===== config.mk =====
export PLATFORM = sky130hd
export DESIGN_NAME = btn_event_queue
export DESIGN_NICKNAME = d
export VERILOG_FILES = /design/src/rtl/btn_event_queue.sv
export SDC_FILE = /design/constraint.sdc
export NUM_CORES = 1
export LEC_CHECK = 0
export ABC_AREA = 1
export CAP_MARGIN = 20
export CELL_PAD_IN_SITES_DETAIL_PLACEMENT = 2
export CELL_PAD_IN_SITES_GLOBAL_PLACEMENT = 2
export CORE_AREA = 8 8 172 174
export DETAILED_ROUTE_END_ITERATION = 10
export DIE_AREA = 0 0 180 182
export GPL_ROUTABILITY_DRIVEN = 0
export PLACE_DENSITY = 0.76
export REMOVE_ABC_BUFFERS = 1
export SYNTH_ARGS = -nofsm -noshare
export SYNTH_HDL_FRONTEND = slang
export SYNTH_SLANG_ARGS = --single-unit

===== constraint.sdc =====
create_clock -name clk -period 3.4 [get_ports clk]
set_input_delay 0.68 -clock clk [delete_from_list [all_inputs] [get_ports clk]]
set_output_delay 0.68 -clock clk [all_outputs]
set_load 0.005 [all_outputs]

===== src/rtl/btn_event_queue.sv =====
// Button front end: per-button 2-FF sync, debounce and rising-edge pulse, then a
// pending/arbiter stage feeding a 4-deep event FIFO with a valid/ready pop port.
module btn_event_queue #(
    parameter int DB_CYCLES = 2,
    parameter int CNT_W     = 20
) (
    input  logic       clk,
    input  logic       rst,
    input  logic       BTNL,
    input  logic       BTNR,
    input  logic       BTNU,
    input  logic       BTND,
    input  logic       BTNC,
    input  logic       evt_ready,
    input  logic       ovf_clr,
    output logic [4:0] btn_pulse,
    output logic       evt_valid,
    output logic [2:0] evt_code,
    output logic [2:0] evt_count,
    output logic       ovf
);

    localparam logic [CNT_W-1:0] DB_LAST = CNT_W'(DB_CYCLES - 1);

    logic [4:0]       raw_s;
    logic [4:0]       sync1_r, sync2_r, db_r, db_d_r, pulse_r, pend_r;
    logic [CNT_W-1:0] cnt_r [5];
    logic [2:0]       mem_r [4];
    logic [1:0]       wr_ptr_r, rd_ptr_r;
    logic [2:0]       count_r, count_nxt_s;
    logic             valid_r, ovf_r;
    logic [2:0]       sel_s;
    logic [4:0]       sel_oh_s, clr_s, lost_s;
    logic             full_s, pop_s, push_s;

    assign raw_s     = {BTNC, BTND, BTNU, BTNR, BTNL};
    assign btn_pulse = pulse_r;
    assign evt_valid = valid_r;
    assign evt_count = count_r;
    assign ovf       = ovf_r;

    // Synchroniser, debounce counters and press-edge pulse generation.
    always_ff @(posedge clk or negedge rst) begin
        if (!rst) begin
            sync1_r <= 5'b0;
            sync2_r <= 5'b0;
            db_r    <= 5'b0;
            db_d_r  <= 5'b0;
            pulse_r <= 5'b0;
            for (int i = 0; i < 5; i++) cnt_r[i] <= '0;
        end else begin
            sync1_r <= raw_s;
            sync2_r <= sync1_r;
            db_d_r  <= db_r;
            pulse_r <= db_r & ~db_d_r;
            for (int i = 0; i < 5; i++) begin
                if (sync2_r[i] != db_r[i]) begin
                    if (cnt_r[i] == DB_LAST) begin
                        db_r[i]  <= sync2_r[i];
                        cnt_r[i] <= '0;
                    end else begin
                        cnt_r[i] <= cnt_r[i] + CNT_W'(1);
                    end
                end else begin
                    cnt_r[i] <= '0;
                end
            end
        end
    end

    // Fixed-priority pick of the lowest pending button.
    always_comb begin
        sel_s    = 3'd0;
        sel_oh_s = 5'b00000;
        casez (pend_r)
            5'b????1: begin sel_s = 3'd0; sel_oh_s = 5'b00001; end
            5'b???10: begin sel_s = 3'd1; sel_oh_s = 5'b00010; end
            5'b??100: begin sel_s = 3'd2; sel_oh_s = 5'b00100; end
            5'b?1000: begin sel_s = 3'd3; sel_oh_s = 5'b01000; end
            5'b10000: begin sel_s = 3'd4; sel_oh_s = 5'b10000; end
            default:  begin sel_s = 3'd0; sel_oh_s = 5'b00000; end
        endcase
    end

    assign full_s = (count_r == 3'd4);
    assign pop_s  = valid_r & evt_ready;
    assign push_s = (pend_r != 5'b0) & (~full_s | pop_s);
    assign clr_s  = push_s ? sel_oh_s : 5'b0;
    // A press is only lost if its earlier event is still waiting after this cycle.
    assign lost_s = pulse_r & pend_r & ~clr_s;

    // Next FIFO occupancy from the push/pop pair.
    always_comb begin
        count_nxt_s = count_r;
        case ({push_s, pop_s})
            2'b10:   count_nxt_s = count_r + 3'd1;
            2'b01:   count_nxt_s = count_r - 3'd1;
            default: count_nxt_s = count_r;
        endcase
    end

    // Head entry is presented directly; an empty FIFO shows code 0.
    always_comb begin
        if (count_r != 3'd0) begin
            evt_code = mem_r[rd_ptr_r];
        end else begin
            evt_code = 3'd0;
        end
    end

    // Pending bits, FIFO storage/pointers and sticky overflow flag.
    always_ff @(posedge clk or negedge rst) begin
        if (!rst) begin
            pend_r   <= 5'b0;
            wr_ptr_r <= 2'd0;
            rd_ptr_r <= 2'd0;
            count_r  <= 3'd0;
            valid_r  <= 1'b0;
            ovf_r    <= 1'b0;
            for (int i = 0; i < 4; i++) mem_r[i] <= 3'd0;
        end else begin
            pend_r  <= (pend_r & ~clr_s) | pulse_r;
            count_r <= count_nxt_s;
            valid_r <= (count_nxt_s != 3'd0);
            if (push_s) begin
                mem_r[wr_ptr_r] <= sel_s;
                wr_ptr_r        <= wr_ptr_r + 2'd1;
            end else begin
                wr_ptr_r <= wr_ptr_r;
            end
            if (pop_s) begin
                rd_ptr_r <= rd_ptr_r + 2'd1;
            end else begin
                rd_ptr_r <= rd_ptr_r;
            end
            if (lost_s != 5'b0) begin
                ovf_r <= 1'b1;
            end else if (ovf_clr) begin
                ovf_r <= 1'b0;
            end else begin
                ovf_r <= ovf_r;
            end
        end
    end

endmodule


# Word-level counts from Yosys, hierarchy flattened
# Index checks and enable logic that the tools add are counted.
[classes] n_addsub=9 magnitude_cmp=3 bitwise_logic=13 n_eq_ne=17 n_mux=23 n_reduce_logical=11
[ops] op="$mux W20" n=10
[ops] op="$add A20 B1 Y20 const B" n=5
[ops] op="$eq A20 B1 Y1 const B" n=5
[ops] op="$pmux W5 S5" n=1
[ops] op="$and A5 B5 Y5" n=4
[ops] op="$bwmux W12" n=1
[ops] op="$mux W3" n=4
[ops] op="$pmux W3 S4" n=1
[ops] op="$not A5 Y5" n=2
[ops] op="$reduce_and A2 Y1" n=5
[ops] op="$reduce_bool A5 Y1" n=2
[ops] op="$bmux W3 S2" n=1
[ops] op="$demux W3 S2" n=1
[ops] op="$eq A3 B3 Y1 const B" n=2
[ops] op="$ge A3 B3 Y1 const B" n=2
[ops] op="$not A2 Y3" n=2
[ops] op="$pmux W3 S2" n=1
[ops] op="$reduce_bool A3 Y1" n=2
[ops] op="$eq A5 B5 Y1 const B" n=1
[ops] op="$mux W5" n=1
[ops] op="$ne A1 B1 Y1" n=5
[ops] op="$or A5 B5 Y5" n=1
[ops] op="$add A2 B1 Y2 const B" n=2
[ops] op="$eq A2 B2 Y1 const B" n=2
[ops] op="11 further kinds" n=13
[word_totals] in_bits=9 register_bits=151 output_inout_bits=13 wordCells=100

# Longest topological paths before layout
[logic_depth] ltp_word=9 depth_mapped=11 ltp_nobuf=11

# Worst setup path before layout
# No wires, ideal clock.
[synth_path] path_type="input port to flip-flop" start="in evt_ready" end="reg valid_r (netlist: evt_valid)" setup_time_ps=117 cell_stages=11 setup_slack_ps=1151 arrival_ps=2132 path_cell_list="nand2_1 -> nand3_1 -> nand2_4 -> ha_1 -> inv_1 -> fa_1 -> a21oi_1 -> o21ai_0 -> xor2_1 -> inv_1 -> nand2_1"
[synth_via] elab_chain_cells=6 elab_cells_between_ends=7
[synth_lines] element="start: declaration" line="14" text="input logic evt_ready,"
[synth_lines] element="$and A1 B1 Y1 *" line="86" text="assign pop_s = valid_r & evt_ready;"
[synth_lines] element="$or A1 B1 Y1" line="87" text="assign push_s = (pend_r != 5'b0) & (~full_s | pop_s);"
[synth_lines] element="$and A1 B1 Y1" line="87"
[synth_lines] element="$eq A2 B1 Y1 / $eq A2 B2 Y1 (equally long branches)" line="95" text="case ({push_s, pop_s})"
[synth_lines] element="$pmux W3 S2 *" line="95"
[synth_lines] element="via count_nxt_s[2]" line="30" text="logic [2:0] count_r, count_nxt_s;"
[synth_lines] element="$reduce_bool A3 Y1 *" line="124" text="valid_r <= (count_nxt_s != 3'd0);"
[synth_lines] element="end signal: assignment" line="124"
[synth_lines] element="end: declaration" line="31" text="logic valid_r, ovf_r;"
# The timed path passes the listed nets; every way through them passes the cells marked *.
# A chain may end at the register's enable or synchronous reset.

# Worst setup path in the final report
[layout_path] start="reg rd_ptr_r[0]" end="out evt_code[0]"
[layout_via] elab_chain_cells=5
[layout_lines] element="start: declaration" line="29" text="logic [1:0] wr_ptr_r, rd_ptr_r;"
[layout_lines] element="start signal: assignment" line="132" text="rd_ptr_r <= rd_ptr_r + 2'd1;"
[layout_lines] element="start signal: assignment" line="134" text="rd_ptr_r <= rd_ptr_r;"
[layout_lines] element="$not A2 Y3 (not written as such)" line="105" text="evt_code = mem_r[rd_ptr_r];"
[layout_lines] element="$bmux W3 S2" line="105"
[layout_lines] element="$mux W3 (not written as such) (2 in series)" line="105"
[layout_lines] element="$mux W3" line="104" text="if (count_r != 3'd0) begin"
[layout_lines] element="end: declaration" line="18" text="output logic [2:0] evt_code,"
# Every way passes these cells. The select of a mux whose other input is x is not followed.

==> flow_summary.json <==
{
  "status": "finished clean",
  "syn_avg_cell_area_um2": 7.74,
  "die_x_um": 180,
  "post_cts_buffers": 0,
  "crit_path_start_kind": "flip-flop",
  "worst-setup-path-type": "reg -> out",
  "routedWlPerCell_um": 15.2,
  "cp_max_fo": 8,
  "gr-total-overflow": 0,
  "yosys_register_bits": 151,
  "nFillCells": 3061,
  "finalPower_mw": 5.88,
  "r2r_start": "pend_r[3]",
  "final_cell_mix": "nor2_1, nand2_1, dfrtp_1",
  "routed_wl_um": 21500,
  "route.vias.total": 6514,
  "port_buffers": 21,
  "synth.area.top_cells": "dfrtp_1, nor2_1, nand2_1",
  "firstDrtPassIters": 4,
  "ys.flop_type": "dfrtp_1",
  "r2r_slack_ns": 1.17,
  "power_leakage_nw": 3.99,
  "synthArstFlopShare_pct": 100,
  "stdcell_area_mm2": 0.00921,
  "synth_area_mm2": 0.00795,
  "drive_above_1_share_pct": 6.98,
  "grt_pass1_wl_um": 37500,
  "grt_use_total_pct": 13.9,
  "hold_viol": 0,
  "hold_class": "in -> async",
  "synth_seq_area_share_pct": 47.6,
  "fin_setup_tns_ns": 0,
  "ioPinCount": 22,
  "ir_worst_vdd_mv": 0.294,
  "max_freq_mhz": 377,
  "synth-warning-count": 0,
  "ant_nets": 0,
  "place_area_mm2": 0.00859,
  "syn_inst": 1026,
  "hpwlAfterDp_um": 15800,
  "root_buffer": "clkbuf_16",
  "die-area_mm2": 0.0328,
  "rows": 60,
  "numCtsBuffers": 17,
  "period_minus_slack_ns": 2.65,
  "cts_sinks": 151,
  "antenna_found_initial": 0,
  "drt_iter0_markers": 190,
  "synth_top_area_cell": "dfrtp_1",
  "start_util_pct": 29.8,
  "via_per_inst": 4.60,
  "grt_pass1_vias": 7462,
  "place_ws_ns": 0.506,
  "cts_tree": "yes",
  "core_area_mm2": 0.0267,
  "synth_edf_count": 0,
  "die_h_um": 182,
  "ff2ff_path_depth": 11,
  "powerDensity_mw_per_mm2": 638,
  "clkSlewWorstSetupHoldPaths_ns": 0.07,
  "arrival_ns": 1.97,
  "clock-skew-final_ns": 0.0120,
  "cts_resized": 0,
  "synth.distinct_cells": 32,
  "nets": 1086,
  "fin_ws_ns": 0.748,
  "rsz0062_at_grt": "false",
  "tightest_slew_ns": 0.685,
  "fin_crit_sh_pct": 78.0,
  "setup_viol": 0,
  "drcViolationCount": 0,
  "reg2reg_to": "evt_valid",
  "cp-end-kind": "primary output",
  "cap_violations": 0,
  "final_common_cell": "nor2_1",
  "cts_buffer_depth": 2,
  "syn2layout_area_growth_pct": 16.0,
  "yosys.area.top_type_share_pct": 47.6,
  "slew_viol_final": 0,
  "crit_required_ns": 2.72,
  "h-tree-depth": 4,
  "n_antenna_cell": 0,
  "clk_latency_ns": 0.43,
  "grt_max_degree": 70,
  "slew_headroom_pct": 54.3,
  "hold_buffers": 0
}
-- final cells by class --
class | instances | area [um^2] | share of cell area [%]
clock buffer | 21 | 450 | 4.89
clock inverter | 11 | 173 | 1.87
inverter | 121 | 454 | 4.93
multi-input combinational | 747 | 3680 | 39.9
sequential | 151 | 3780 | 41.0
tap | 341 | 427 | 4.63
timing repair buffer | 23 | 251 | 2.73
-- metrics by stage --
step / hold slack, ns / std cells / utilization, %
floorplan: 0.331 / 1019 / -
global placement: 0.333 / 1383 / 32.2
detailed placement: 0.340 / 1383 / 32.2
CTS: 0.291 / 1415 / 34.6
global route: 0.308 / 1415 / 34.6
finish: 0.259 / 1415 / 34.6
-- critical path: stages (launching register included) --
cell	delay (ns)
dfrtp_1	0.47
inv_1	0.17
a21oi_1	0.16
o21ai_0	0.10
a21oi_1	0.14
clkdlybuf4s50_1	0.51
-- power by group --
part	switching, mW	leakage [nW]	internal (mW)
sequential	0.314	2.00	2.10
combinational	0.907	1.69	0.534
clock	0.776	0.302	1.25
-- kinds of logic (layout without fill, tap and decap cells) --
kind of cell	Yosys count	count (layout)	share of synthesized area, %
AND/OR/NAND/NOR	616	616	33.1
XOR/XNOR	66	66	7.28
flip-flops	151	151	47.6
buffers and inverters	128	176	6.14
adder cells (fa/ha/maj)	16	16	2.61
AO/OA/AOI/OAI	49	49	3.34
-- flip-flops by register name, summed over array words and instances (netlist names) --
name / cells
btn_pulse: 5
cnt_r: 100
db_d_r: 5
db_r: 5
evt_count: 3
evt_valid: 1
mem_r: 12
ovf: 1
pend_r: 5
rd_ptr_r: 2
sync1_r: 5
sync2_r: 5
wr_ptr_r: 2
-- how the worst max path moves through the flow --
| stage | start | endpoint | slack (ns) | cells after the start |
|---|---|---|---|---|
| 6_report | rd_ptr_r[0] | evt_code[0] | 0.75 | 5 |
| 5_1_grt | rd_ptr_r[0] | evt_code[0] | 0.56 | 5 |
| 4_1_cts | rd_ptr_r[0] | evt_code[0] | 0.69 | 5 |
| 3_5_place_dp | evt_ready | evt_valid | 0.51 | 12 |
| 3_3_place_gp | evt_ready | evt_valid | 0.58 | 12 |
| 2_1_floorplan | evt_ready | evt_valid | 1.15 | 11 |
-- cell usage after synthesis (3+ instances only) --
library cell  number
a21o_1             4
a21oi_1           14
and2_1             3
buf_2              6
clkinv_1           5
dfrtp_1          151
ha_1              15
inv_1            114
nand2_1          243
nand2_2           10
nand3_1           61
nand3_2            3
nand4_1           12
nor2_1           247
nor2_2            13
nor2_4             7
nor3_1             5
nor3_2             6
o21ai_0           25
xnor2_1           20
xor2_1            46
-- metal layers --
| metal | up-vias | track usage, % | part of all wire (%) |
|---|---|---|---|
| li1 | 3222 | - | - |
| met1 | 3230 | 16.6 | 46 |
| met3 | 24 | 2.12 | 1.6 |
| met2 | 38 | 24.9 | 50 |
| met5 | - | 0 | 0 |
| met4 | 0 | 4.90 | 1.7 |
No activity file was read; power rests on OpenSTA's default activity.
